--- src/rtl/fifo_pkg.sv ---
// Shared types, sizing helpers and parameter-legality checks for sync_fifo_flags.
package fifo_pkg;

  localparam int DEFAULT_WIDTH = 8;
  localparam int DEFAULT_DEPTH = 16;

  // Which of the two requests were accepted this cycle: {write, read}.
  typedef enum logic [1:0] {
    OP_IDLE  = 2'b00,
    OP_READ  = 2'b01,
    OP_WRITE = 2'b10,
    OP_BOTH  = 2'b11
  } fifo_op_e;

  function automatic int clog2(input int value);
    int result;
    int rem;
    result = 0;
    rem    = value - 1;
    while (rem > 0) begin
      result++;
      rem = rem >> 1;
    end
    return result;
  endfunction

  // Pointers carry one extra wrap bit above the address bits.
  function automatic int ptr_width(input int depth);
    return clog2(depth) + 1;
  endfunction

  // Count must represent 0..DEPTH inclusive.
  function automatic int count_width(input int depth);
    return clog2(depth) + 1;
  endfunction

  function automatic bit is_pow2(input int value);
    return (value > 0) && ((value & (value - 1)) == 0);
  endfunction

  function automatic bit params_ok(input int width, input int depth,
                                   input int af_level, input int ae_level,
                                   input int fwft);
    return (width >= 1) && is_pow2(depth) && (depth >= 2) && (depth <= 256) &&
           (ae_level >= 0) && (ae_level < af_level) && (af_level <= depth) &&
           ((fwft == 0) || (fwft == 1));
  endfunction

endpackage

--- src/rtl/sync_fifo_flags_if.sv ---
// Producer/consumer-facing bundle of the FIFO: write side, read side, flags and errors.
interface sync_fifo_flags_if #(
  parameter int WIDTH = fifo_pkg::DEFAULT_WIDTH,
  parameter int DEPTH = fifo_pkg::DEFAULT_DEPTH
);
  localparam int CNT_W = fifo_pkg::count_width(DEPTH);

  logic [WIDTH-1:0] data_in;
  logic             write_en;
  logic             read_en;
  logic             flush;
  logic             clear_err;
  logic [WIDTH-1:0] data_out;
  logic             full;
  logic             empty;
  logic             almost_full;
  logic             almost_empty;
  logic [CNT_W-1:0] count;
  logic             overflow;
  logic             underflow;

  // The block that drives requests into the FIFO.
  modport master (
    output data_in, write_en, read_en, flush, clear_err,
    input  data_out, full, empty, almost_full, almost_empty, count, overflow, underflow
  );

  // The FIFO itself.
  modport slave (
    input  data_in, write_en, read_en, flush, clear_err,
    output data_out, full, empty, almost_full, almost_empty, count, overflow, underflow
  );
endinterface

--- src/rtl/fifo_ram.sv ---
// WIDTH x DEPTH storage with one write port and one read port; the read port is
// registered (SYNC_READ=1) or combinational (SYNC_READ=0, used for first-word-fall-through).
module fifo_ram
  import fifo_pkg::*;
#(
  parameter int WIDTH     = DEFAULT_WIDTH,
  parameter int DEPTH     = DEFAULT_DEPTH,
  parameter int SYNC_READ = 1,
  parameter int ADDR_W    = clog2(DEPTH)
) (
  input  logic              clk,
  input  logic              wr_en,
  input  logic [ADDR_W-1:0] wr_addr,
  input  logic [WIDTH-1:0]  wr_data,
  input  logic              rd_en,
  input  logic [ADDR_W-1:0] rd_addr,
  output logic [WIDTH-1:0]  rd_data
);

  logic [WIDTH-1:0] mem [DEPTH];

  // Storage write; contents are deliberately never cleared.
  always_ff @(posedge clk) begin
    if (wr_en) mem[wr_addr] <= wr_data;
  end

  if (SYNC_READ != 0) begin : g_sync_read
    logic [WIDTH-1:0] rd_q;

    // Registered read: the word at rd_addr appears the cycle after rd_en.
    always_ff @(posedge clk) begin
      if (rd_en) rd_q <= mem[rd_addr];
    end

    assign rd_data = rd_q;
  end else begin : g_async_read
    logic unused_rd_en;
    assign unused_rd_en = rd_en;
    assign rd_data      = mem[rd_addr];
  end

endmodule

--- src/rtl/sync_fifo_flags.sv ---
// Single-clock FIFO with occupancy count, almost-full/empty thresholds, sticky
// overflow/underflow, synchronous flush and optional first-word-fall-through output.
module sync_fifo_flags
  import fifo_pkg::*;
#(
  parameter int WIDTH    = DEFAULT_WIDTH,
  parameter int DEPTH    = DEFAULT_DEPTH,
  parameter int AF_LEVEL = DEPTH - 2,
  parameter int AE_LEVEL = 2,
  parameter int FWFT     = 0
) (
  input logic              clk,
  input logic              reset,
  sync_fifo_flags_if.slave bus
);

  localparam int ADDR_W = clog2(DEPTH);
  localparam int PTR_W  = ptr_width(DEPTH);
  localparam int CNT_W  = count_width(DEPTH);
  localparam logic [CNT_W-1:0] AF_CNT = CNT_W'(AF_LEVEL);
  localparam logic [CNT_W-1:0] AE_CNT = CNT_W'(AE_LEVEL);

  if (!params_ok(WIDTH, DEPTH, AF_LEVEL, AE_LEVEL, FWFT)) begin : g_bad_params
    $error("sync_fifo_flags: illegal WIDTH/DEPTH/AF_LEVEL/AE_LEVEL/FWFT combination");
  end

  logic [PTR_W-1:0] wr_ptr, rd_ptr, wr_ptr_nxt, rd_ptr_nxt;
  logic [CNT_W-1:0] count_r, count_nxt;
  logic             full_r, empty_r, af_r, ae_r;
  logic             full_nxt, empty_nxt, af_nxt, ae_nxt;
  logic             ovf_r, udf_r, ovf_nxt, udf_nxt;
  logic             read_seen;
  logic             wr_acc, rd_acc;
  logic [WIDTH-1:0] ram_rdata;
  fifo_op_e         op;

  // Flush suppresses both requests; full/empty gate them otherwise.
  assign wr_acc = bus.write_en && !full_r  && !bus.flush;
  assign rd_acc = bus.read_en  && !empty_r && !bus.flush;
  assign op     = fifo_op_e'({wr_acc, rd_acc});

  // Next pointers, count and the flags derived from them, so flags register post-edge state.
  always_comb begin
    wr_ptr_nxt = wr_ptr;
    rd_ptr_nxt = rd_ptr;
    count_nxt  = count_r;
    if (bus.flush) begin
      wr_ptr_nxt = '0;
      rd_ptr_nxt = '0;
      count_nxt  = '0;
    end else begin
      unique case (op)
        OP_WRITE: begin
          wr_ptr_nxt = wr_ptr + 1'b1;
          count_nxt  = count_r + 1'b1;
        end
        OP_READ: begin
          rd_ptr_nxt = rd_ptr + 1'b1;
          count_nxt  = count_r - 1'b1;
        end
        OP_BOTH: begin
          wr_ptr_nxt = wr_ptr + 1'b1;
          rd_ptr_nxt = rd_ptr + 1'b1;
        end
        OP_IDLE: ;
      endcase
    end
    full_nxt  = (wr_ptr_nxt[ADDR_W-1:0] == rd_ptr_nxt[ADDR_W-1:0]) &&
                (wr_ptr_nxt[ADDR_W] != rd_ptr_nxt[ADDR_W]);
    empty_nxt = (wr_ptr_nxt == rd_ptr_nxt);
    af_nxt    = (count_nxt >= AF_CNT);
    ae_nxt    = (count_nxt <= AE_CNT);
  end

  // Sticky errors: a set event in the same cycle beats clear_err; flush leaves them alone.
  always_comb begin
    ovf_nxt = ovf_r;
    udf_nxt = udf_r;
    if (bus.write_en && full_r)     ovf_nxt = 1'b1;
    else if (bus.clear_err)         ovf_nxt = 1'b0;
    if (bus.read_en && empty_r)     udf_nxt = 1'b1;
    else if (bus.clear_err)         udf_nxt = 1'b0;
  end

  // Control state register; read_seen forces data_out to zero until the first pop after reset.
  always_ff @(posedge clk) begin
    if (!reset) begin
      wr_ptr    <= '0;
      rd_ptr    <= '0;
      count_r   <= '0;
      full_r    <= 1'b0;
      empty_r   <= 1'b1;
      af_r      <= 1'b0;
      ae_r      <= 1'b1;
      ovf_r     <= 1'b0;
      udf_r     <= 1'b0;
      read_seen <= 1'b0;
    end else begin
      wr_ptr    <= wr_ptr_nxt;
      rd_ptr    <= rd_ptr_nxt;
      count_r   <= count_nxt;
      full_r    <= full_nxt;
      empty_r   <= empty_nxt;
      af_r      <= af_nxt;
      ae_r      <= ae_nxt;
      ovf_r     <= ovf_nxt;
      udf_r     <= udf_nxt;
      read_seen <= read_seen || rd_acc;
    end
  end

  fifo_ram #(
    .WIDTH     (WIDTH),
    .DEPTH     (DEPTH),
    .SYNC_READ ((FWFT == 0) ? 1 : 0),
    .ADDR_W    (ADDR_W)
  ) u_ram (
    .clk     (clk),
    .wr_en   (wr_acc),
    .wr_addr (wr_ptr[ADDR_W-1:0]),
    .wr_data (bus.data_in),
    .rd_en   (rd_acc),
    .rd_addr (rd_ptr[ADDR_W-1:0]),
    .rd_data (ram_rdata)
  );

  if (FWFT == 0) begin : g_registered_out
    assign bus.data_out = read_seen ? ram_rdata : '0;
  end else begin : g_fwft_out
    logic [WIDTH-1:0] hold;

    // Capture the word being popped so it stays visible once the FIFO runs empty.
    always_ff @(posedge clk) begin
      if (rd_acc) hold <= ram_rdata;
    end

    assign bus.data_out = !empty_r ? ram_rdata : (read_seen ? hold : '0);
  end

  assign bus.full         = full_r;
  assign bus.empty        = empty_r;
  assign bus.almost_full  = af_r;
  assign bus.almost_empty = ae_r;
  assign bus.count        = count_r;
  assign bus.overflow     = ovf_r;
  assign bus.underflow    = udf_r;

endmodule

--- src/flat_wrapper.sv ---
// flat-port wrapper written by rule: the top's interface ports become plain ports
module sync_fifo_flags_flat import fifo_pkg::*;
#(
  parameter int WIDTH    = DEFAULT_WIDTH,
  parameter int DEPTH    = DEFAULT_DEPTH,
  parameter int AF_LEVEL = DEPTH - 2,
  parameter int AE_LEVEL = 2,
  parameter int FWFT     = 0
)
  (clk, reset, bus_data_in, bus_write_en, bus_read_en, bus_flush, bus_clear_err, bus_data_out, bus_full, bus_empty, bus_almost_full, bus_almost_empty, bus_count, bus_overflow, bus_underflow);
  sync_fifo_flags_if #(.WIDTH(WIDTH), .DEPTH(DEPTH)) bus_i ();
  input logic clk;
  input logic reset;
  input wire logic [$bits(bus_i.data_in)-1:0] bus_data_in;
  input wire logic [$bits(bus_i.write_en)-1:0] bus_write_en;
  input wire logic [$bits(bus_i.read_en)-1:0] bus_read_en;
  input wire logic [$bits(bus_i.flush)-1:0] bus_flush;
  input wire logic [$bits(bus_i.clear_err)-1:0] bus_clear_err;
  output wire logic [$bits(bus_i.data_out)-1:0] bus_data_out;
  output wire logic [$bits(bus_i.full)-1:0] bus_full;
  output wire logic [$bits(bus_i.empty)-1:0] bus_empty;
  output wire logic [$bits(bus_i.almost_full)-1:0] bus_almost_full;
  output wire logic [$bits(bus_i.almost_empty)-1:0] bus_almost_empty;
  output wire logic [$bits(bus_i.count)-1:0] bus_count;
  output wire logic [$bits(bus_i.overflow)-1:0] bus_overflow;
  output wire logic [$bits(bus_i.underflow)-1:0] bus_underflow;
  assign bus_i.data_in = bus_data_in;
  assign bus_i.write_en = bus_write_en;
  assign bus_i.read_en = bus_read_en;
  assign bus_i.flush = bus_flush;
  assign bus_i.clear_err = bus_clear_err;
  assign bus_data_out = bus_i.data_out;
  assign bus_full = bus_i.full;
  assign bus_empty = bus_i.empty;
  assign bus_almost_full = bus_i.almost_full;
  assign bus_almost_empty = bus_i.almost_empty;
  assign bus_count = bus_i.count;
  assign bus_overflow = bus_i.overflow;
  assign bus_underflow = bus_i.underflow;
  sync_fifo_flags #(.WIDTH(WIDTH), .DEPTH(DEPTH), .AF_LEVEL(AF_LEVEL), .AE_LEVEL(AE_LEVEL), .FWFT(FWFT)) u_core (.clk(clk), .reset(reset), .bus(bus_i));
endmodule
--- config.mk ---
export PLATFORM = sky130hd
export DESIGN_NAME = sync_fifo_flags_flat
export DESIGN_NICKNAME = d
export VERILOG_FILES = /design/src/rtl/fifo_pkg.sv /design/src/rtl/sync_fifo_flags_if.sv /design/src/rtl/fifo_ram.sv /design/src/rtl/sync_fifo_flags.sv /design/src/flat_wrapper.sv
export SDC_FILE = /design/constraint.sdc
export NUM_CORES = 1
export LEC_CHECK = 0
export CELL_PAD_IN_SITES_DETAIL_PLACEMENT = 0
export CELL_PAD_IN_SITES_GLOBAL_PLACEMENT = 1
export CORE_MARGIN = 3
export CORE_UTILIZATION = 55
export CTS_CLUSTER_SIZE = 12
export DETAILED_ROUTE_END_ITERATION = 7
export PLACE_DENSITY = 0.94
export REMOVE_ABC_BUFFERS = 1
export SYNTH_ARGS = -nofsm -noshare
export SYNTH_HDL_FRONTEND = slang
export SYNTH_SLANG_ARGS = --single-unit
--- constraint.sdc ---
create_clock -name clk -period 4.6 [get_ports clk]
set_clock_uncertainty 0.2 [all_clocks]
set_input_delay 1.15 -clock clk [delete_from_list [all_inputs] [get_ports clk]]
set_output_delay 1.15 -clock clk [all_outputs]
set_load 0.02 [all_outputs]
==> summary.txt <==
Run status
  • Outcome: finished clean

Timing
  • Slew Limit Fails: 0
  • Period utilisation layout: 77.24%
  • Tmin final: 3.553 ns
  • Worst-Margin Slew: 1.060 ns
  • Fmax: 281.5 MHz
  • RSZ-0062 raised after global routing: no
  • Rel. slew slack: 29.31%
  • Final hold vios: 0
  • Total Neg Setup Slack: 0 ns
  • Setup violators final: 0

Critical path
  • Slowest CP cell: clkdlybuf4s50_1
  • CP Capture Type: flip-flop
  • Setup Crit Path Kind: in2reg
  • Critical path data required time: 4.66 ns
  • Reg-to-Reg Start: u_core.rd_ptr[0]
  • Max FO, Critical Path: 7
  • WP data arrival: between 3 and 4 ns
  • CP cell instances: clkdlybuf4s50_1 -> nor3b_1 -> buf_4 -> inv_1 -> ha_1 -> xor2_1 -> ha_1 -> a21oi_1 -> nor2b_1 -> o221ai_1 -> xor2_1 -> o32ai_1
  • Worst path max stage delay: between 0.4 and 0.5 ns
  • R2r setup slk: 1.86 ns
  • FF-to-FF End: u_core.u_ram.rd_data[5]
  • Crit path to: u_core.bus.almost_full
  • Critical Path Source: bus_flush
  • Startpoint Class: primary input
  • Reg2Reg Depth: 4

Drt
  • DRT Pass-1 Iters: 6
  • Total Routed Length: 13360 um
  • Remaining DRCs: 0
  • Initial drt markers: 290
  • Via count: around 3600
  • Antenna Nets Post-Route: 0
  • DR WL/cell: approximately 22 um
  • Via density: roughly 6.0

Clock tree
  • Root Buffer: clkbuf_16
  • Skew-Pair Late Insertion Delay: around 0.41 ns
  • Total clock buffers created by CTS: 17
  • Reg clk slew, reported paths: 0.06 ns
  • # H-tree levels: 4
  • Clk sinks: between 150 and 200
  • CTS Hold Bufs: 0
  • CTS tree: done
  • Clock Path Buffers: 2
  • Post-CTS setup buffers: 0
  • Post-CTS sizing: 0

Floorplanning
  • # IOs: 33
  • Die width: about 110 um
  • Core box area: 11130 um^2
  • # rows: 38
  • Initial core utilization: 58.00%
  • Die height: about 110 um
  • Total die area: 13070 um^2

Synthesis
  • Avg Inst Size Synth: 15.78 um^2
  • Yosys warnings: 0
  • Largest family of logic cells by synthesized area: multiplexers
  • Post-Syn Instances: between 400 and 500
  • Synth Area in XOR/XNOR: 2.579%
  • Most common cell in the netlist: edfxtp_1
  • Post-synth EDFFs: roughly 140
  • Post-synthesis adder-cell area fraction: 1.939%
  • Most frequent cells after synthesis: 136 x edfxtp_1, 32 x nor2_1, 26 x mux2i_1
  • Register area share after synthesis: 70.12%
  • Mapped cell area: 6452 um^2
  • Mux share of post-synthesis cell area: 11.01%
  • Asr flop ratio synth: 0%
  • Compound-cell area share of the yosys netlist: 5.914%
  • Ranking of synthesized cells by area: edfxtp_1 63%, dfxtp_1 6.8%, mux4_2 5.6%
  • Yosys top cell area share: 63.29%
  • Ys flop type: edfxtp_1
  • Synth Register Bits: 158
  • Cell variety after synth: 41
  • Largest area contributor in the netlist: edfxtp_1
  • Simple-gate share of the synthesized area: under 10%

Placed design
  • Placer Congestion: 0.8257
  • Port Buf Inserts: 32
  • DPL Wire Length: 8742 um

Global routing
  • First-pass GRT wire length: 21010 um
  • Largest net degree at the start of global routing: 37
  • Vias in the first global route: 3711
  • Total GRT Usage: 21.87%
  • Initial antenna violation count: 1
  • GR Overflow Total: 0

Power
  • Power share of the clock group: 46.9%
  • Worst IR Drop VDD: 0.2839 mV
  • Part of the power in registers: approximately half
  • Internal power: 2.502 mW
  • Leakage: 2.490 nW
  • NetSw: 0.5962 mW
  • Tot Pwr: 3.099 mW
  • Gate power share: 2.5%
  • Sw Share: approximately a fifth
  • Pwr dens: 409.3 nW/um^2

Worst hold path
  • Worst hold path class: reg2reg
  • HP Start: u_core.bus.underflow

Layout
  • Fillcell total: 751
  • Layout cell share with drive strength beyond 1: 15.48%
  • N_diodes: 0
  • Area grow syn2layout: 17.34%
  • NumNets Final: about 480
  • Fin util: approximately 68%

Flow run
  • Max-cap violations: 0
[per-stage QoR]
step	setup slack, ns	instance area (um^2)	cells	hold WS [ns]
3_3_place_gp	0.7313	6952	573	0.3086
3_5_place_dp	0.6445	6952	573	0.3112
6_report	1.047	7571	605	0.3274
2_1_floorplan	1.113	6357	388	0.2978
5_1_grt	0.8523	7571	605	0.3646
4_1_cts	1.064	7571	605	0.3303
[flip-flops by register name, indices dropped and copies added (netlist names), 5 cells and up]
| name | count |
|---|---|
| u_core.u_ram.mem | 128 |
| u_core.u_ram.rd_data | 8 |
| u_core.bus.count | 5 |
| u_core.rd_ptr | 5 |
| u_core.wr_ptr | 5 |
[cell type report]
class	count	area, um^2	area share, %
timing repair buffer	45	417.9	5.520
clock buffer	18	429.2	5.668
multi-input combinational	223	1807	23.86
tap	140	175.2	2.314
sequential	158	4526	59.78
clock inverter	14	190.2	2.512
inverter	7	26.28	0.3471
[power groups by stage]
stage          Sequential, mW  Clock, mW  Combinational (mW)
2_1_floorplan            1.60          0              0.0303
3_3_place_gp             1.60          0              0.0735
3_5_place_dp             1.60          0              0.0767
4_1_cts                  1.57       1.46              0.0779
5_1_grt                  1.57       1.53              0.0850
6_report                 1.57       1.45              0.0783
[layout by cell type (no fill, tap or decap), drive strengths merged, types with 3 or more instances in the layout]
cell type and count:
a21oi 11, a221oi 8, a22oi 10, and2 9, buf 13, bufinv 4
clkbuf 18, clkdlybuf4s50 32, clkinv 6, dfxtp 22, edfxtp 136, ha 10
inv 9, mux2 8, mux2i 26, mux4 16, nand2 20, nand2b 4
nand3 3, nor2 32, nor2b 6, nor3 6, o21ai 18, xnor2 10
xor2 9
[critical path: cells and delay by family]
kind	cells	cell delay [ns]
simple gates	2	0.30
compound gates	3	0.50
fa+ha+maj	2	0.50
buf+inv	3	0.72
xor+xnor	2	0.45
[kinds of logic (layout without fill, tap and decap cells)]
group,Yosys count,count (layout)
xor gates and xnor gates,19,19
adders and majority gates,10,10
AOI/OAI and AO/OA,58,58
and+or+nand+nor,86,86
buffers and inverters,28,84
muxes,50,50
DFF,158,158
[worst min path at each step]
stage,cells past startpoint,slack [ns],to
3_5_place_dp,2,0.31,u_core.bus.underflow
4_1_cts,2,0.33,u_core.bus.underflow
2_1_floorplan,2,0.30,u_core.wr_ptr[4]
3_3_place_gp,2,0.31,u_core.bus.underflow
5_1_grt,2,0.36,u_core.bus.underflow
6_report,2,0.33,u_core.bus.underflow
[metal layers]
layer | part of all wire [%] | vias to the layer above | GRT usage, %
met1 | 41 | 1808 | 28.61
li1 | - | 1646 | -
met2 | 51 | 136 | 36.10
met3 | 6.2 | 20 | 4.545
met5 | 0 | - | 0
met4 | 1.8 | 0 | 8.789
Note: power is estimated with default switching activity, not from simulation.
